==> src/rtl/decode_issue_stage.sv <==
// Decode/operand-fetch stage: field decode, register-file read with writeback bypass,
// RAW scoreboard stall, and a registered operand bundle toward execute.
module decode_issue_stage #(
   parameter int unsigned XLEN = 32,
   parameter int unsigned NREG = 32
) (
   input  logic                     clk,
   input  logic                     rst_n,
   input  logic                     in_valid,
   output logic                     in_ready,
   input  logic [XLEN-1:0]          in_instr,
   input  logic [XLEN-1:0]          in_pc,
   output logic [$clog2(NREG)-1:0]  rf_addr_a,
   output logic [$clog2(NREG)-1:0]  rf_addr_b,
   input  logic [XLEN-1:0]          rf_data_a,
   input  logic [XLEN-1:0]          rf_data_b,
   input  logic                     wb_en,
   input  logic [$clog2(NREG)-1:0]  wb_addr,
   input  logic [XLEN-1:0]          wb_data,
   input  logic                     flush,
   output logic                     out_valid,
   input  logic                     out_ready,
   output logic [5:0]               out_op,
   output logic [5:0]               out_funct,
   output logic [$clog2(NREG)-1:0]  out_dest,
   output logic [XLEN-1:0]          out_opa,
   output logic [XLEN-1:0]          out_opb,
   output logic [XLEN-1:0]          out_imm,
   output logic [XLEN-1:0]          out_pc,
   output logic                     out_illegal
);

   localparam int unsigned AW = $clog2(NREG);

   localparam logic [5:0] OP_RTYPE = 6'h00;
   localparam logic [5:0] OP_BEQ   = 6'h04;
   localparam logic [5:0] OP_ADDI  = 6'h08;
   localparam logic [5:0] OP_LW    = 6'h23;
   localparam logic [5:0] OP_SW    = 6'h2B;

   logic [5:0]      w_op;
   logic [AW-1:0]   w_rs, w_rt, w_rd;
   logic [XLEN-1:0] w_imm;
   logic [AW-1:0]   w_dest;
   logic            w_use_b, w_illegal;
   logic [XLEN-1:0] w_opa, w_opb;
   logic            w_haz_a, w_haz_b, w_stall;
   logic            w_fire, w_out_hs;
   logic [NREG-1:0] w_busy_d;

   logic [NREG-1:0] r_busy;
   logic            r_valid;
   logic [5:0]      r_op, r_funct;
   logic [AW-1:0]   r_dest;
   logic [XLEN-1:0] r_opa, r_opb, r_imm, r_pc;
   logic            r_illegal;

   assign w_op  = in_instr[31:26];
   assign w_rs  = in_instr[25:21];
   assign w_rt  = in_instr[20:16];
   assign w_rd  = in_instr[15:11];
   assign w_imm = {{(XLEN-16){in_instr[15]}}, in_instr[15:0]};

   assign rf_addr_a = w_rs;
   assign rf_addr_b = w_rt;

   always_comb begin
      w_dest    = '0;
      w_use_b   = 1'b0;
      w_illegal = 1'b0;
      case (w_op)
         OP_RTYPE: begin
            w_dest  = w_rd;
            w_use_b = 1'b1;
         end
         OP_ADDI, OP_LW: w_dest = w_rt;
         OP_SW, OP_BEQ:  w_use_b = 1'b1;
         default:        w_illegal = 1'b1;
      endcase
   end

   // r0 reads as zero; a same-cycle writeback beats the register file's stale value
   always_comb begin
      if (w_rs == '0)                      w_opa = '0;
      else if (wb_en && (wb_addr == w_rs)) w_opa = wb_data;
      else                                 w_opa = rf_data_a;
      if (w_rt == '0)                      w_opb = '0;
      else if (wb_en && (wb_addr == w_rt)) w_opb = wb_data;
      else                                 w_opb = rf_data_b;
   end

   // A pending producer blocks unless it is being written back right now; a producer still
   // held in the output register has not set its busy bit yet, so it is checked directly.
   assign w_haz_a = (w_rs != '0) &&
                    ((r_busy[w_rs] && !(wb_en && (wb_addr == w_rs))) ||
                     (r_valid && (r_dest == w_rs)));
   assign w_haz_b = w_use_b && (w_rt != '0) &&
                    ((r_busy[w_rt] && !(wb_en && (wb_addr == w_rt))) ||
                     (r_valid && (r_dest == w_rt)));
   assign w_stall = w_haz_a || w_haz_b;

   assign in_ready = !w_stall && (!r_valid || out_ready) && !flush;
   assign w_fire   = in_valid && in_ready;
   assign w_out_hs = r_valid && out_ready;

   // Set is applied after clear so an issuing producer wins over a same-cycle writeback
   always_comb begin
      w_busy_d = r_busy;
      if (wb_en) w_busy_d[wb_addr] = 1'b0;
      if (w_out_hs) w_busy_d[r_dest] = 1'b1;
      w_busy_d[0] = 1'b0;
      if (flush) w_busy_d = '0;
   end

   always_ff @(posedge clk or negedge rst_n) begin
      if (!rst_n) begin
         r_busy    <= '0;
         r_valid   <= 1'b0;
         r_op      <= '0;
         r_funct   <= '0;
         r_dest    <= '0;
         r_opa     <= '0;
         r_opb     <= '0;
         r_imm     <= '0;
         r_pc      <= '0;
         r_illegal <= 1'b0;
      end else begin
         r_busy <= w_busy_d;
         if (flush) begin
            r_valid <= 1'b0;
         end else if (w_fire) begin
            r_valid   <= 1'b1;
            r_op      <= w_op;
            r_funct   <= in_instr[5:0];
            r_dest    <= w_dest;
            r_opa     <= w_opa;
            r_opb     <= w_opb;
            r_imm     <= w_imm;
            r_pc      <= in_pc;
            r_illegal <= w_illegal;
         end else if (out_ready) begin
            r_valid <= 1'b0;
         end
      end
   end

   assign out_valid   = r_valid;
   assign out_op      = r_op;
   assign out_funct   = r_funct;
   assign out_dest    = r_dest;
   assign out_opa     = r_opa;
   assign out_opb     = r_opb;
   assign out_imm     = r_imm;
   assign out_pc      = r_pc;
   assign out_illegal = r_illegal;

endmodule

==> config.mk <==
export PLATFORM = sky130hd
export DESIGN_NAME = decode_issue_stage
export DESIGN_NICKNAME = d
export VERILOG_FILES = /design/src/rtl/decode_issue_stage.sv
export SDC_FILE = /design/constraint.sdc
export NUM_CORES = 1
export LEC_CHECK = 0
export BUFFER_PORTS_ARGS = -buffer_cell sky130_fd_sc_hd__buf_2
export CORE_UTILIZATION = 40
export DETAILED_ROUTE_END_ITERATION = 10
export PLACE_DENSITY = 0.75
export SKIP_LAST_GASP = 1
export SLEW_MARGIN = 40
export SYNTH_ARGS = -nofsm -noshare
export SYNTH_HDL_FRONTEND = slang
export SYNTH_SLANG_ARGS = --single-unit
==> constraint.sdc <==
create_clock -name clk -period 6 [get_ports clk]
set_clock_uncertainty 0.05 [all_clocks]
set_input_delay 0.9 -clock clk [delete_from_list [all_inputs] [get_ports clk]]
set_output_delay 0.9 -clock clk [all_outputs]
set_load 0.1 [all_outputs]
Word level (Yosys, flattened, before mapping)
Index checks and enable logic that the tools add are counted.
{"block": "word_totals", "output_inout_bits": 158, "word_cells": 83, "register_bits": 163}
{"block": "op_classes", "n_mux": 21, "eq_ne": 8, "order_cmp": 6, "bitwise": 4, "reduce_logical": 34}
{"operator": "2-to-1 mux 32 bit", "n": 7}
{"operator": "AND 32 bit", "n": 1}
{"operator": "inverter 32 bit", "n": 1}
{"operator": "bitwise OR 32 bit", "n": 1}
{"operator": "less-than comparator 5 x 6 -> 1 bit (second input constant)", "n": 4}
{"operator": "== test 5 bit", "n": 4}
{"operator": "logical AND 1 bit", "n": 15}
{"operator": "== test 6 bit (second input constant)", "n": 2}
{"operator": "binary-select mux 1 bit (select 5 bit)", "n": 2}
{"operator": "demux 1 bit (select 5 bit)", "n": 2}
{"operator": "greater-or-equal comparator 5 x 1 -> 1 bit (second input constant)", "n": 2}
{"operator": "zero test 5 bit", "n": 2}
{"operator": "case mux 5 bit (2 select lines)", "n": 1}
{"operator": "nonzero test 5 bit", "n": 2}
{"operator": "2-to-1 mux 1 bit", "n": 9}
{"operator": "== test 6 x 3 -> 1 bit (second input constant)", "n": 1}
{"operator": "== test 6 x 4 -> 1 bit (second input constant)", "n": 1}
{"operator": "zero test 6 bit", "n": 1}
{"operator": "zero test 1 bit", "n": 5}
{"operator": "OR reduction 5 bit", "n": 1}
{"operator": "logical OR 1 bit", "n": 4}
{"operator": "nonzero test 3 bit", "n": 1}
{"operator": "OR reduction 3 bit", "n": 1}
{"operator": "AND reduction 2 bit", "n": 1}
{"operator": "2 further kinds", "n": 2}

Logic depth before layout (Yosys ltp)
{"block": "logic_depth", "word_depth": 13, "ltp_mapped": 10, "ltp_nobuf": 6}

Worst setup path before layout
OpenSTA, ideal clock, no wires.
{"block": "synth_timing", "path_type": "input to output", "from": "in in_instr[21]", "to": "out in_ready", "n_path_buf": 1, "t_required_ns": 5.050, "t_arrival_ns": 5.376, "path_slack_ns": -0.326, "stages": 6, "cell_sequence": "buf_4 -> mux4_2 -> mux2_2 -> or3_1 -> o2111ai_2 -> nor4b_1"}
{"block": "synth_between", "elab_chain_len": 10}
{"element": "start: declaration", "line": "11", "source": "input logic [XLEN-1:0] in_instr,"}
{"element": "parallel branches: the longest is 5 deep, another holds binary-select mux 1 bit (select 5 bit)"}
{"element": "logical AND 1 bit *", "line": "94", "source": "assign w_haz_a = (w_rs != '0) &&"}
{"element": "logical OR 1 bit *", "line": "100", "source": "assign w_stall = w_haz_a || w_haz_b;"}
{"element": "zero test 1 bit *", "line": "102", "source": "assign in_ready = !w_stall && (!r_valid || out_ready) && !flush;"}
{"element": "logical AND 1 bit * (2 in series)", "line": "102"}
{"element": "end: declaration", "line": "10", "source": "output logic in_ready,"}
Mark *: on every way between the ends. The select of a mux whose other input is x is not followed.

Worst setup path in the final report
{"block": "layout_timing", "from": "in in_instr[16]", "to": "out in_ready"}
{"block": "layout_between", "elab_chain_len": 10}
{"element": "parallel branches: the longest is 5 deep, another holds binary-select mux 1 bit (select 5 bit)"}
{"element": "logical AND 1 bit *", "line": "97", "source": "assign w_haz_b = w_use_b && (w_rt != '0) &&"}
{"element": "logical OR 1 bit *", "line": "100"}
{"element": "zero test 1 bit *", "line": "102"}
{"element": "logical AND 1 bit * (2 in series)", "line": "102"}
Marks and branches as above.

==> metrics.cfg <==
[worst_setup_path]
cp.required_ps = 5050
r2r_cells = 8
cp.arrival_ps = 3530
rr_endpoint = out_pc[28]$_DFFE_PN0P_
r2r_start = out_dest[4]$_DFFE_PN0P_
cp_max_fo = 14
cpMostUsedCell = buf_2
path_delay_family = buffers and inverters
crit_path_end_kind = primary output
crit_path_start_kind = primary input
worstSetupPathType = primary input to primary output
crit_buf_inv = 2
critPathMaxStageDelay_ps = 570
regToRegSetupSlack_ps = 2730
path_cells = buf_2, mux4_2, nor2b_1, a2111oi_0, o31a_1, nor2_1, nor4b_2, buf_2
slowest_stage = mux4_2

[sta]
setup_tns_ps = 0
fmax_mhz = 223
postLayoutSetupSlackWorst_ps = 1520
slew_headroom_pct = 38.5
setup_violations = 0
tightest_slew_ps = 919
post-route-min-period_ps = 4480
drv_slew = 0
hold_violations = 0
fin_crit_sh_pct = 74.7
grt_setup_unrepaired = no

[detailed_routing]
drc_errors = 0
routedWlPerCell_um = 19.2
postRouteAntennaNets = 0
drt_iter0_drc = 530
routed_wl_mm = 24.4
firstDrtPassIters = 5
avgViaCountPerCell = 5.32
num_vias = 6765

[layout]
nets = 1159
fin_cells = 1272
drive_gt1_share_pct = 52.2
final_area_um2 = 10600
n_fill_cell = 1793
area.growth.synth_to_final_pct = 26.7

[placed_design]
placed_area_um2 = 10000
io_buffers = 328
dp_cells = 1237
dp_hpwl_mm = 17.5
gp_congestion = 0.887
dp_slack_ps = 1520

[floorplanning]
start_util_pct = 41.1
rows = 52
ios = 329
die_y_um = 147
die_area_um2 = 21600
die_w_um = 147
core_um2 = 20400

[power_and_ir_drop]
swShare_pct = 53.2
irDropWorstVdd_mv = 0.272
p_int_mw = 2.26
p_comb_share_pct = 50.5
powerDensity_nw_per_um2 = 453
leakage_nw = 5.06
p_sw_mw = 2.57
seq_power_share_pct = 28.0
clockPowerShare_pct = 21.5

[yosys]
yosysUniqueCellTypes = 45
synth-edff-count = 0
synthFlopType = dfrtp_1
syn_inst = 711
syn_avg_cell_area_um2 = 11.8
syn-num-nets = 882
synth_seq_cells = 156
yosysWarnings = 0
synth.cell_area_um2 = 8410
seq_area_frac_synth_pct = 46.4
async_reset_ff_share_pct = 100

[min_path]
hp-class = primary input to async pin

[clocking]
cts_tree = yes
clock_sinks = 156
numCtsBuffers = 17
clkLatencyLatePin_ps = 410
htreeDepth = 4
post_cts_buffers = 0
cts.path.max_buffers = 2
cts-root-buf = clkbuf_16
cts.clk_slew.worst_paths_ps = 70
cts_resized = 0
cts-hold-fix-buffers = 0

[global_routing]
first_global_vias = 6641
grt_max_degree = 124
grt_pass1_wl_mm = 37.2
antenna_found_initial = 2
grtUsageTotal_pct = 22.6
overflow = 0

[run_status]
status = completed

[job]
maxCapViolations = 0

sequential cells by signal (all words and copies together) (netlist names):
signal / flops
out_dest: 5
out_funct: 5
out_illegal: 1
out_imm: 11
out_op: 6
out_opa: 32
out_opb: 32
out_pc: 32
out_valid: 1
r_busy: 31
power by group through the flow:
stage	sequential, mW	combinational [mW]	clock (mW)
floorplan	2.76	0.676	0
global placement	1.36	2.42	0
detailed placement	1.37	2.44	0
CTS	1.35	2.44	1.07
global route	1.38	2.49	1.11
finish	1.35	2.43	1.04
placed cells by master, fill, tap and decap left out, drive strengths merged, types with 12 or more instances in the layout:
| master | netlist | routed |
|---|---|---|
| inv | 5 | 12 |
| dfrtp | 156 | 156 |
| clkbuf | 20 | 18 |
| xor2 | 12 | 12 |
| a21oi | 33 | 33 |
| mux2i | 69 | 69 |
| mux2 | 126 | 126 |
| buf | 59 | 337 |
| o21ai | 33 | 33 |
| nor2 | 76 | 76 |
| nand2 | 39 | 39 |
| mux4 | 14 | 14 |
cell families (layout without fill, tap and decap cells):
family / Yosys count / count (layout) / synth area share [%]
compound gates: 83 / 83 / 5.70
buf+inv: 84 / 373 / 6.10
xor+xnor: 20 / 20 / 2.08
other cells: 0 / 2 / 0
flops: 156 / 156 / 46.4
mux: 209 / 209 / 31.0
simple gates: 159 / 159 / 8.68
layer usage:
layer | routed length (um) | global-route usage (%)
met3 | 2030 | 6.30
met2 | 11900 | 37.7
met5 | 0 | 0
met1 | 10100 | 28.7
met4 | 471 | 6.44
worst max path at each step:
stage	to	depth (start not counted)	slack [ps]	startpoint
after floorplan	in_ready	6	1090	in_instr[21]
after detailed placement	in_ready	8	1520	in_instr[16]
after global routing	in_ready	8	1330	in_instr[16]
after global placement	in_ready	8	1580	in_instr[16]
final	in_ready	8	1520	in_instr[16]
after CTS	in_ready	8	1520	in_instr[16]
metrics by stage:
step	hold slack [ps]	util (%)	power, mW
after global routing	254	52.1	4.98
after global placement	433	48.9	3.78
after floorplan	476	-	3.44
final	268	52.1	4.82
after detailed placement	437	49.0	3.80
after CTS	451	51.8	4.85
cells in the mapped netlist (2+ instances only):
cell type / count / area share, %
dfrtp_1: 156 / 46
mux2_2: 78 / 10
nor2_1: 76 / 3.4
mux2i_1: 69 / 8.2
mux2_4: 48 / 8.6
nand2_1: 39 / 1.7
a21oi_1: 33 / 2.0
buf_4: 33 / 2.9
o21ai_0: 33 / 2.0
clkbuf_1: 20 / 0.89
buf_2: 17 / 1.0
mux4_2: 14 / 3.8
xor2_1: 12 / 1.3
xnor2_1: 8 / 0.83
buf_6: 7 / 0.94
nor3_1: 6 / 0.36
inv_1: 5 / 0.22
nand3_1: 5 / 0.30
nand3b_1: 5 / 0.45
nor4_1: 5 / 0.37
a22o_1: 4 / 0.42
nor3b_1: 4 / 0.36
and3_1: 3 / 0.22
or3_1: 3 / 0.22
a22oi_1: 2 / 0.18
a31oi_1: 2 / 0.15
and3b_1: 2 / 0.21
buf_1: 2 / 0.089
nand2b_1: 2 / 0.15
nor2b_1: 2 / 0.15
or3b_2: 2 / 0.21
final cells by class:
class	instances	area (um^2)	share of cell area, %
Clock buffer	18	439	4.13
Antenna cell	2	5.00	0.0470
Inverter	5	18.8	0.176
Sequential cell	156	3900	36.7
Tap cell	270	338	3.17
Clock inverter	13	130	1.22
Timing Repair Buffer	337	1780	16.7
Multi-Input combinational cell	471	4040	37.9
No activity file was read; power rests on OpenSTA's default activity.
